## src/rtl/load_store_unit_pkg.sv

```systemverilog
// Shared size codes, FSM encoding and alignment check for the load/store unit.
package load_store_unit_pkg;

    localparam int unsigned SIZE_W = 2;

    // Access size codes; identical to the encoding the data memory decodes.
    typedef enum logic [SIZE_W-1:0] {
        SZ_ILLEGAL = 2'b00,
        SZ_BYTE    = 2'b01,
        SZ_HALF    = 2'b10,
        SZ_WORD    = 2'b11
    } size_e;

    typedef enum logic [1:0] {
        ST_IDLE   = 2'b00,
        ST_ACCESS = 2'b01,
        ST_RESP   = 2'b10
    } state_e;

    // Request is rejected for an illegal size or a misaligned address.
    function automatic logic req_error(input size_e size, input logic [1:0] addr_lo);
        logic err;
        err = 1'b0;
        case (size)
            SZ_ILLEGAL: err = 1'b1;
            SZ_WORD:    err = (addr_lo != 2'b00);
            SZ_HALF:    err = addr_lo[0];
            default:    err = 1'b0;
        endcase
        return err;
    endfunction

endpackage

```

## src/rtl/load_store_unit_extend.sv

```systemverilog
// Sign/zero extension of sub-word load data returned in the low bits.
module load_extend
    import load_store_unit_pkg::*;
#(
    parameter int unsigned DATA_W = 32
) (
    input  logic [DATA_W-1:0] data,
    input  size_e             size,
    input  logic              is_signed,
    output logic [DATA_W-1:0] ext
);

    // Select width, then replicate the sign bit or zero-fill the upper bits.
    always_comb begin
        ext = data;
        case (size)
            SZ_BYTE: ext = is_signed ? {{(DATA_W-8){data[7]}}, data[7:0]}
                                     : {{(DATA_W-8){1'b0}}, data[7:0]};
            SZ_HALF: ext = is_signed ? {{(DATA_W-16){data[15]}}, data[15:0]}
                                     : {{(DATA_W-16){1'b0}}, data[15:0]};
            default: ext = data;
        endcase
    end

endmodule

```

## src/rtl/load_store_unit.sv

```systemverilog
// Load/store unit: accepts one request, performs a single-cycle memory
// access, and returns an extended, tagged response.
module load_store_unit
    import load_store_unit_pkg::*;
#(
    parameter int unsigned ADDR_W = 8,
    parameter int unsigned DATA_W = 32,
    parameter int unsigned RD_W   = 5
) (
    input  logic              clk_i,
    input  logic              rst_i,
    input  logic              req_valid_i,
    output logic              req_ready_o,
    input  logic              req_load_i,
    input  logic [1:0]        req_size_i,
    input  logic              req_signed_i,
    input  logic [ADDR_W-1:0] req_addr_i,
    input  logic [DATA_W-1:0] req_wdata_i,
    input  logic [RD_W-1:0]   req_rd_i,
    output logic              resp_valid_o,
    input  logic              resp_ready_i,
    output logic [DATA_W-1:0] resp_data_o,
    output logic [RD_W-1:0]   resp_rd_o,
    output logic              resp_is_load_o,
    output logic              resp_err_o,
    output logic [ADDR_W-1:0] mem_address_o,
    output logic [DATA_W-1:0] mem_write_data_o,
    output logic [1:0]        mem_ctrl_read_o,
    output logic [1:0]        mem_ctrl_write_o,
    input  logic [DATA_W-1:0] mem_read_data_i
);

    state_e             state;
    state_e             state_next;
    logic               accept;
    logic               req_err;
    size_e              req_size;

    logic               h_load;
    size_e              h_size;
    logic               h_signed;
    logic [ADDR_W-1:0]  h_addr;
    logic [DATA_W-1:0]  h_wdata;
    logic [RD_W-1:0]    h_rd;
    logic [DATA_W-1:0]  load_ext;

    assign req_size = size_e'(req_size_i);
    assign req_err  = req_error(req_size, req_addr_i[1:0]);

    load_extend #(.DATA_W(DATA_W)) u_extend (
        .data      (mem_read_data_i),
        .size      (h_size),
        .is_signed (h_signed),
        .ext       (load_ext)
    );

    // State register.
    always_ff @(posedge clk_i) begin
        if (rst_i) state <= ST_IDLE;
        else       state <= state_next;
    end

    // Next state, handshake and memory drive; reset silences everything.
    always_comb begin
        state_next       = state;
        accept           = 1'b0;
        req_ready_o      = 1'b0;
        resp_valid_o     = 1'b0;
        mem_address_o    = '0;
        mem_write_data_o = '0;
        mem_ctrl_read_o  = 2'b00;
        mem_ctrl_write_o = 2'b00;
        case (state)
            ST_IDLE: begin
                req_ready_o = 1'b1;
                if (req_valid_i) begin
                    accept     = 1'b1;
                    state_next = req_err ? ST_RESP : ST_ACCESS;
                end
            end
            ST_ACCESS: begin
                mem_address_o = h_addr;
                if (h_load) begin
                    mem_ctrl_read_o = h_size;
                end else begin
                    mem_ctrl_write_o = h_size;
                    mem_write_data_o = h_wdata;
                end
                state_next = ST_RESP;
            end
            ST_RESP: begin
                resp_valid_o = 1'b1;
                req_ready_o  = resp_ready_i;
                if (resp_ready_i) begin
                    if (req_valid_i) begin
                        accept     = 1'b1;
                        state_next = req_err ? ST_RESP : ST_ACCESS;
                    end else begin
                        state_next = ST_IDLE;
                    end
                end
            end
            default: state_next = ST_IDLE;
        endcase
        if (rst_i) begin
            state_next       = ST_IDLE;
            accept           = 1'b0;
            req_ready_o      = 1'b0;
            resp_valid_o     = 1'b0;
            mem_ctrl_read_o  = 2'b00;
            mem_ctrl_write_o = 2'b00;
        end
    end

    // Request holding registers and registered response payload.
    always_ff @(posedge clk_i) begin
        if (rst_i) begin
            h_load         <= 1'b0;
            h_size         <= SZ_ILLEGAL;
            h_signed       <= 1'b0;
            h_addr         <= '0;
            h_wdata        <= '0;
            h_rd           <= '0;
            resp_data_o    <= '0;
            resp_rd_o      <= '0;
            resp_is_load_o <= 1'b0;
            resp_err_o     <= 1'b0;
        end else begin
            if (accept) begin
                h_load   <= req_load_i;
                h_size   <= req_size;
                h_signed <= req_signed_i;
                h_addr   <= req_addr_i;
                h_wdata  <= req_wdata_i;
                h_rd     <= req_rd_i;
                if (req_err) begin
                    resp_data_o    <= '0;
                    resp_rd_o      <= req_rd_i;
                    resp_is_load_o <= req_load_i;
                    resp_err_o     <= 1'b1;
                end
            end
            if (state == ST_ACCESS) begin
                resp_data_o    <= h_load ? load_ext : '0;
                resp_rd_o      <= h_rd;
                resp_is_load_o <= h_load;
                resp_err_o     <= 1'b0;
            end
        end
    end

endmodule

```

## config.mk

```make
export PLATFORM = sky130hd
export DESIGN_NAME = load_store_unit
export DESIGN_NICKNAME = d
export VERILOG_FILES = /design/src/rtl/load_store_unit_pkg.sv /design/src/rtl/load_store_unit_extend.sv /design/src/rtl/load_store_unit.sv
export SDC_FILE = /design/constraint.sdc
export NUM_CORES = 1
export LEC_CHECK = 0
export CAP_MARGIN = 20
export CORE_ASPECT_RATIO = 0.5
export CORE_MARGIN = 8
export CORE_UTILIZATION = 41
export DETAILED_ROUTE_END_ITERATION = 10
export MAX_ROUTING_LAYER = met4
export PLACE_DENSITY = 0.8
export SYNTH_ARGS = -nofsm -noshare
export SYNTH_HDL_FRONTEND = slang
export SYNTH_SLANG_ARGS = --single-unit
```

## constraint.sdc

```tcl
create_clock -name clk_i -period 2.4 [get_ports clk_i]
set_input_delay 0.48 -clock clk_i [delete_from_list [all_inputs] [get_ports clk_i]]
set_output_delay 0.48 -clock clk_i [all_outputs]
set_load 0.01 [all_outputs]
```

==> results of run 1 <==
-- routing by layer --
metal / global-route usage [%] / wire length [µm]
met5: - / 0
met4: 4.80 / 138
met3: 3.75 / 477
met2: 30.1 / 5570
met1: 20.9 / 4970
-- cell type report --
class / instances / area, µm²
Clock buffer: 12 / 246
Clock inverter: 3 / 40.0
Fill cell: 726 / 2810
Inverter: 2 / 7.51
Multi-Input combinational cell: 293 / 1680
Sequential cell: 90 / 1800
Tap cell: 117 / 146
Timing Repair Buffer: 186 / 1950
-- report_power, final --
part | switching [mW] | internal (mW)
Combinational | 0.204 | 0.254
Sequential | 0.0277 | 1.55
Clock | 0.540 | 0.827
-- state kept, by name (all words and copies together) (netlist names) --
register and count:
h_addr 8, h_load 1, h_rd 5, h_signed 1, h_size 2, h_wdata 32
resp_data_o 32, resp_err_o 1, resp_is_load_o 1, resp_rd_o 5, state 2
-- kinds of logic (layout without fill, tap and decap cells) --
group,Yosys count,count (layout)
AO/OA/AOI/OAI,125,125
adder cells (fa/ha/maj),2,2
buffers and inverters,37,203
flip-flops,90,90
multiplexers,6,6
AND/OR/NAND/NOR,160,160
-- worst max-delay path by stage --
| stage | start | endpoint | cells after the start |
|---|---|---|---|
| final | state[1]$_SDFFE_PP0P_ | mem_write_data_o[4] | 5 |
| after global routing | state[1]$_SDFFE_PP0P_ | mem_write_data_o[4] | 5 |
| after CTS | state[1]$_SDFFE_PP0P_ | mem_write_data_o[15] | 5 |
| after detailed placement | resp_ready_i | req_ready_o | 4 |
| after global placement | resp_ready_i | req_ready_o | 4 |
| after floorplan | rst_i | mem_ctrl_write_o[0] | 3 |
-- layout by cell type (no fill, tap or decap), types with 2 or more instances in the layout --
| cell | instances |
|---|---|
| nor2b_1 | 2 |
| a21oi_1 | 75 |
| clkbuf_16 | 10 |
| clkbuf_1 | 2 |
| nor3_1 | 2 |
| buf_4 | 12 |
| buf_12 | 4 |
| ha_1 | 2 |
| a22o_2 | 3 |
| nand2_1 | 98 |
| inv_1 | 2 |
| a22o_1 | 5 |
| and2_1 | 41 |
| clkinv_2 | 2 |
| dfxtp_1 | 89 |
| clkdlybuf4s50_1 | 141 |
| nor2_1 | 4 |
| nor4_1 | 2 |
| a211oi_1 | 14 |
| dlymetal6s2s_1 | 26 |
| o2bb2ai_1 | 24 |
| mux2i_1 | 6 |
-- cells in the mapped netlist --
cell type  instances
nor2b_1            2
o21bai_1           1
dfxtp_1           90
nor4_1             2
nor3b_4            1
nor3_1             2
and2b_2            1
or2_2              1
nand2b_1           2
a211oi_1          14
a22o_2             3
nand3_1            1
clkbuf_1          17
nand2_1           98
buf_4              2
a221o_1            1
buf_1              2
nand2_4            1
a22o_1             5
a21o_1             1
nor2_1             5
mux2i_1            6
a21oi_1           75
buf_2             12
buf_6              2
o2bb2ai_1         24
inv_1              2
and2_1            41
ha_1               2
and3_1             1
a211oi_4           1
and3_4             1
nand3b_1           1
-- critical path: cells and delay by family (launching register included) --
| kind | cells | cell delay, ns |
|---|---|---|
| buffers and inverters | 2 | 0.70 |
| AND/OR/NAND/NOR | 3 | 0.45 |
| flip-flops | 1 | 0.35 |
-- per-stage QoR --
| step | util [%] | hold slack, ns | power, mW | area [µm²] | std cells |
|---|---|---|---|---|---|
| after floorplan | - | 0.432 | 1.81 | 3640 | 420 |
| after global placement | 62.9 | 0.437 | 2.05 | 5460 | 684 |
| after detailed placement | 62.9 | 0.443 | 2.06 | 5460 | 684 |
| after CTS | 66.2 | 0.451 | 3.43 | 5740 | 699 |
| after global routing | 67.6 | 0.462 | 3.54 | 5870 | 703 |
| final | 67.6 | 0.448 | 3.40 | 5870 | 703 |
-- timing repair --
action / 4_1_cts / 5_1_grt
buffers inserted: 0 / 3
hold buffers: 0 / 0
gates cloned: 0 / 1
gates resized for setup: 2 / 29
endpoints found under the setup margin: 12 / 39
==> reports/results.txt, run 1 <==
final slew viol count -> 0
worst-margin pin slew -> 0.598 ns
Die Width -> 149 µm
Post-Synth Adder-Cell Area -> 0.688%
Final Worst Setup Slack -> 0.0857 ns
final worst-path cycle share -> 96.4%
global placement routability congestion -> 0.732
row count -> 24
Worst-Skew Late Latency -> 0.33 ns
R2R cell count -> 6
TritonCTS Buffers -> 9
synthesized flop and latch total -> 90
Synth area leader -> dfxtp_1
wire length per cell -> 15.9 µm
Syn Area/Cell -> 8.66 µm²
worst slack, placed -> 0.166 ns
P&R area growth vs syn -> 61.3%
vias in the first global route -> 3320
vias -> 3469
Top Ports -> 170
crit path time final -> 2.31 ns
Crit. End Element -> primary output
Syn Nets -> 507
slowest stage delay, CP -> 0.54 ns
Buffers on Ports -> 169
Max clock buf depth -> 2
FF-to-FF Start -> h_size[0]$_SDFFE_PP0P_
Hold Path Class -> flop to flop
complex-gate fraction of the synthesized area -> 22.2%
worst min-delay path endpoint -> h_wdata[20]$_SDFFE_PP0P_
antenna diode count -> 0
clock root cell -> clkbuf_16
CORE AREA -> 8680 µm²
largest net degree at the start of global routing -> 50
Post-Synth Simple-Gate Area -> 21.0%
layout cell share with drive strength beyond 1 -> 7.51%
reg2reg end -> resp_data_o[15]$_SDFFE_PP0P_
CP startpoint kind -> flop
worst hold start -> h_wdata[20]$_SDFFE_PP0P_
total number of H-tree levels -> 3
Worst Hold Depth -> 2
antenna violations before repair -> 0
Peak supply drop -> 377 µV
Final ANT Viol Nets -> 0
final WL -> 11200 µm
GRT Total Usage -> 17.6%
power per cell area -> 579 nW/µm²
Clock Skew -> 0.00491 ns
DRC violations left -> 0
crit-path cells -> nand2b_4, nor2_4, buf_12, and2_1, clkdlybuf4s50_1
static leakage -> 2.62 nW
Iter 0 DRT Violations -> 132
kind of critical path -> flop to primary output
sequential fraction of the synthesis area -> 49.5%
status -> complete, no violations
Worst EP arrival -> 1.83 ns
drt pass-1 iters -> 4
FMAX -> 432 MHz
global-route wire length before repair -> 17100 µm
post-synthesis mux area share -> 1.65%
Synth warnings -> 0
Yosys top cell area share -> 49.5%
Chip Height -> 82.6 µm
global route overflow -> 0
CTS tree -> built
cells after synthesis -> 420
Total Nets Final -> 669
Initial Util -> 41.9%
R2R setup slack -> 0.50 ns
synthesized cell area -> 3640 µm²
Clk pin slew, worst setup/hold paths -> 0.06 ns
RSZ-0062 raised after global routing -> false
# setup viols final -> 0
hpwl dp -> 7800 µm
Cell variety after synth -> 33
setup tns final -> 0 ns
Crit Path Max Fanout -> 13
Slew headroom -> 60.1%
total of max-cap violations -> 0
Die ar. -> 12300 µm²
Vias/cell -> 4.93
top cells by area, synth -> dfxtp_1 (50%), a21oi_1 (10%), nand2_1 (10%), and2_1 (7.0%), o2bb2ai_1 (5.8%)
largest family of logic cells by synthesized area -> compound AO/OA/AOI/OAI gates
final hold vios -> 0
CTS Sinks -> 90
Post-Synth XOR/XNOR Area -> 0%
Req. time, crit path -> 1.92 ns
Critical Path Slowest Stage Cell -> clkdlybuf4s50_1
No activity file was read; power rests on OpenSTA's default activity.
==> inputs of run 2 (changes only) <==
--- a/config.mk
+++ b/config.mk
@@ -8,10 +8,10 @@
 export CAP_MARGIN = 20
 export CORE_ASPECT_RATIO = 0.5
 export CORE_MARGIN = 8
-export CORE_UTILIZATION = 41
+export CORE_UTILIZATION = 35
 export DETAILED_ROUTE_END_ITERATION = 10
 export MAX_ROUTING_LAYER = met4
-export PLACE_DENSITY = 0.8
+export PLACE_DENSITY = 0.7
 export SYNTH_ARGS = -nofsm -noshare
 export SYNTH_HDL_FRONTEND = slang
 export SYNTH_SLANG_ARGS = --single-unit
==> reports/results.txt, run 2 (same netlist as run 1, synthesis figures left out) <==
layout cell share with drive strength beyond 1 -> 7.98% (was 7.51%)
utilization after layout -> 57.3% (was 67.6%)
crit path from -> state[1]$_SDFFE_PP0P_ (unchanged)
Seq pwr share -> 46.8% (was 46.3%)
FMAX -> 433 MHz (was 432 MHz)
CTS Sinks -> 90 (unchanged)
Critical Path Slowest Stage Cell -> clkdlybuf4s50_1 (unchanged)
antenna violations before repair -> 0 (unchanged)
Peak supply drop -> 361 µV (was 377 µV)
vias in the first global route -> 3386 (was 3320)
slowest stage delay, CP -> 0.53 ns (was 0.54 ns)
clock root cell -> clkbuf_16 (unchanged)
CTS tree -> built (unchanged)
Switch Pwr -> 0.783 mW (was 0.772 mW)
Worst EP arrival -> 1.83 ns (about the same)
wire length per cell -> 15.4 µm (was 15.9 µm)
worst hold start -> h_wdata[30]$_SDFFE_PP0P_ (was h_wdata[20]$_SDFFE_PP0P_)
global route overflow -> 0 (unchanged)
# hold bufs at CTS -> 0 (unchanged)
worst-margin pin slew -> 0.574 ns (was 0.598 ns)
Hold Path Class -> flop to flop (unchanged)
Clock Skew -> 0.00524 ns (was 0.00491 ns)
vias -> 3433 (was 3469)
Final Cell Area -> 5820 µm² (was 5870 µm²)
total number of H-tree levels -> 3 (unchanged)
row count -> 26 (was 24)
status -> complete, no violations (unchanged)
power per cell area -> 579 nW/µm² (about the same)
Total Nets Final -> 671 (was 669)
DRC violations left -> 0 (unchanged)
Largest regs -> h_wdata: 32 flops, resp_data_o: 32 flops, h_addr: 8 flops (unchanged)
GRT Total Usage -> 16.0% (was 17.6%)
static leakage -> 2.35 nW (was 2.62 nW)
antenna diode count -> 0 (unchanged)
placed inst area -> 5480 µm² (was 5460 µm²)
Iter 0 DRT Violations -> 183 (was 132)
largest net degree at the start of global routing -> 40 (was 50)
Crit. End Element -> primary output (unchanged)
hpwl dp -> 8000 µm (was 7800 µm)
clock share of power -> 39.7% (was 40.2%)
Chip Height -> 88.1 µm (was 82.6 µm)
Crit Path Max Fanout -> 16 (was 13)
CP startpoint kind -> flop (unchanged)
final worst-path cycle share -> 96.1% (was 96.4%)
global placement routability congestion -> 0.779 (was 0.732)
TritonCTS Buffers -> 9 (unchanged)
global-route wire length before repair -> 17700 µm (was 17100 µm)
final WL -> 11200 µm (about the same)
Sw Share -> 23.3% (was 22.7%)
Internal -> 2.59 mW (was 2.63 mW)
Buffers on Ports -> 169 (unchanged)
Die Width -> 160 µm (was 149 µm)
Top Ports -> 170 (unchanged)
final slew viol count -> 0 (unchanged)
drt pass-1 iters -> 4 (unchanged)
# setup viols final -> 0 (unchanged)
final hold vios -> 0 (unchanged)
Clk pin slew, worst setup/hold paths -> 0.06 ns (about the same)
Slew headroom -> 61.7% (was 60.1%)
power share of the combinational group -> 13.5% (about the same)
crit-path cells -> nand2b_4, nor2_4, buf_12, and2_1, clkdlybuf4s50_1 (unchanged)
P&R area growth vs syn -> 59.9% (was 61.3%)
Req. time, crit path -> 1.92 ns (about the same)
Final ANT Viol Nets -> 0 (unchanged)
crit path time final -> 2.31 ns (about the same)
kind of critical path -> flop to primary output (unchanged)
Die ar. -> 14100 µm² (was 12300 µm²)
CORE AREA -> 10100 µm² (was 8680 µm²)
Initial Util -> 35.8% (was 41.9%)
Worst-Skew Late Latency -> 0.33 ns (about the same)
Max clock buf depth -> 2 (unchanged)
FF-to-FF Start -> h_size[0]$_SDFFE_PP0P_ (unchanged)
commonest non-fill, non-tap cell in the layout -> clkdlybuf4s50_1 (unchanged)
total of max-cap violations -> 0 (unchanged)
Vias/cell -> 4.71 (was 4.93)
most frequent cells in the layout -> clkdlybuf4s50_1 (139), nand2_1 (98), dfxtp_1 (89), a21oi_1 (75), and2_1 (41) (was clkdlybuf4s50_1 (141), nand2_1 (98), dfxtp_1 (89), a21oi_1 (75), and2_1 (41))
R2R setup slack -> 0.51 ns (was 0.50 ns)
## run 2: worst max-delay path: cells and delay by family, from the launching register on
kind          cells  cell delay [ns]
buf+inv           2             0.68
simple gates      3             0.45
flops             1             0.36
## run 2: power by group through the flow
| stage | clock, mW | sequential (mW) | combinational (mW) |
|---|---|---|---|
| 2_1_floorplan | 0 | 1.61 | 0.206 |
| 3_3_place_gp | 0 | 1.61 | 0.446 |
| 3_5_place_dp | 0 | 1.61 | 0.449 |
| 4_1_cts | 1.37 | 1.58 | 0.450 |
| 5_1_grt | 1.45 | 1.58 | 0.500 |
| 6_report | 1.34 | 1.58 | 0.454 |
## run 2: cell type report
class / count / area [µm²]
inverters: 2 / 7.51
flip-flops and latches: 90 / 1800
well taps: 140 / 175
fillers: 968 / 4330
repair buffers: 188 / 1870
multi-input cells: 293 / 1680
clock buffers: 14 / 274
clock inverters: 2 / 10.0
## run 2: through the flow
step / worst slack, ns / cells / power [mW] / TNS [ns] / hold slack (ns)
6_report: 0.0931 / 729 / 3.37 / 0 / 0.448
4_1_cts: 0.000606 / 724 / 3.40 / 0 / 0.451
5_1_grt: -0.00674 / 729 / 3.54 / -0.00674 / 0.467
3_3_place_gp: 0.212 / 708 / 2.05 / 0 / 0.437
3_5_place_dp: 0.199 / 708 / 2.06 / 0 / 0.442
2_1_floorplan: 0.668 / 420 / 1.81 / 0 / 0.432
## run 2: per-layer routing
layer | wire (µm) | part of all wire [%] | vias up | track usage (%)
li1 | - | - | 1765 | -
met4 | 97 | 0.86 | 0 | 4.04
met2 | 5720 | 51 | 82 | 28.9
met5 | 0 | 0 | - | -
met1 | 4840 | 43 | 1577 | 17.2
met3 | 567 | 5.1 | 9 | 4.74
## run 2: worst paths after layout
path | cells past startpoint | end
setup / recovery | 5 | mem_write_data_o[28]
hold / removal | 2 | h_wdata[30]$_SDFFE_PP0P_
setup reg to reg | 6 | resp_data_o[10]$_SDFFE_PP0P_
hold reg to reg | 2 | h_wdata[30]$_SDFFE_PP0P_
## run 2: repair_timing
| action | 4_1_cts | 5_1_grt |
|---|---|---|
| setup endpoints to repair | 28 | 12 |
| gates cloned | 0 | 1 |
| buffers inserted | 0 | 4 |
| resized for setup | 26 | 7 |
| pin swaps | 0 | 1 |
==> inputs of run 3 (changes only) <==
--- a/config.mk
+++ b/config.mk
@@ -5,6 +5,7 @@
 export SDC_FILE = /design/constraint.sdc
 export NUM_CORES = 1
 export LEC_CHECK = 0
+export ABC_CLOCK_PERIOD_IN_PS = 2400
 export CAP_MARGIN = 20
 export CORE_ASPECT_RATIO = 0.5
 export CORE_MARGIN = 8
==> results of run 3 <==
No change in the layout: final DEF, timing and power equal those of run 2.
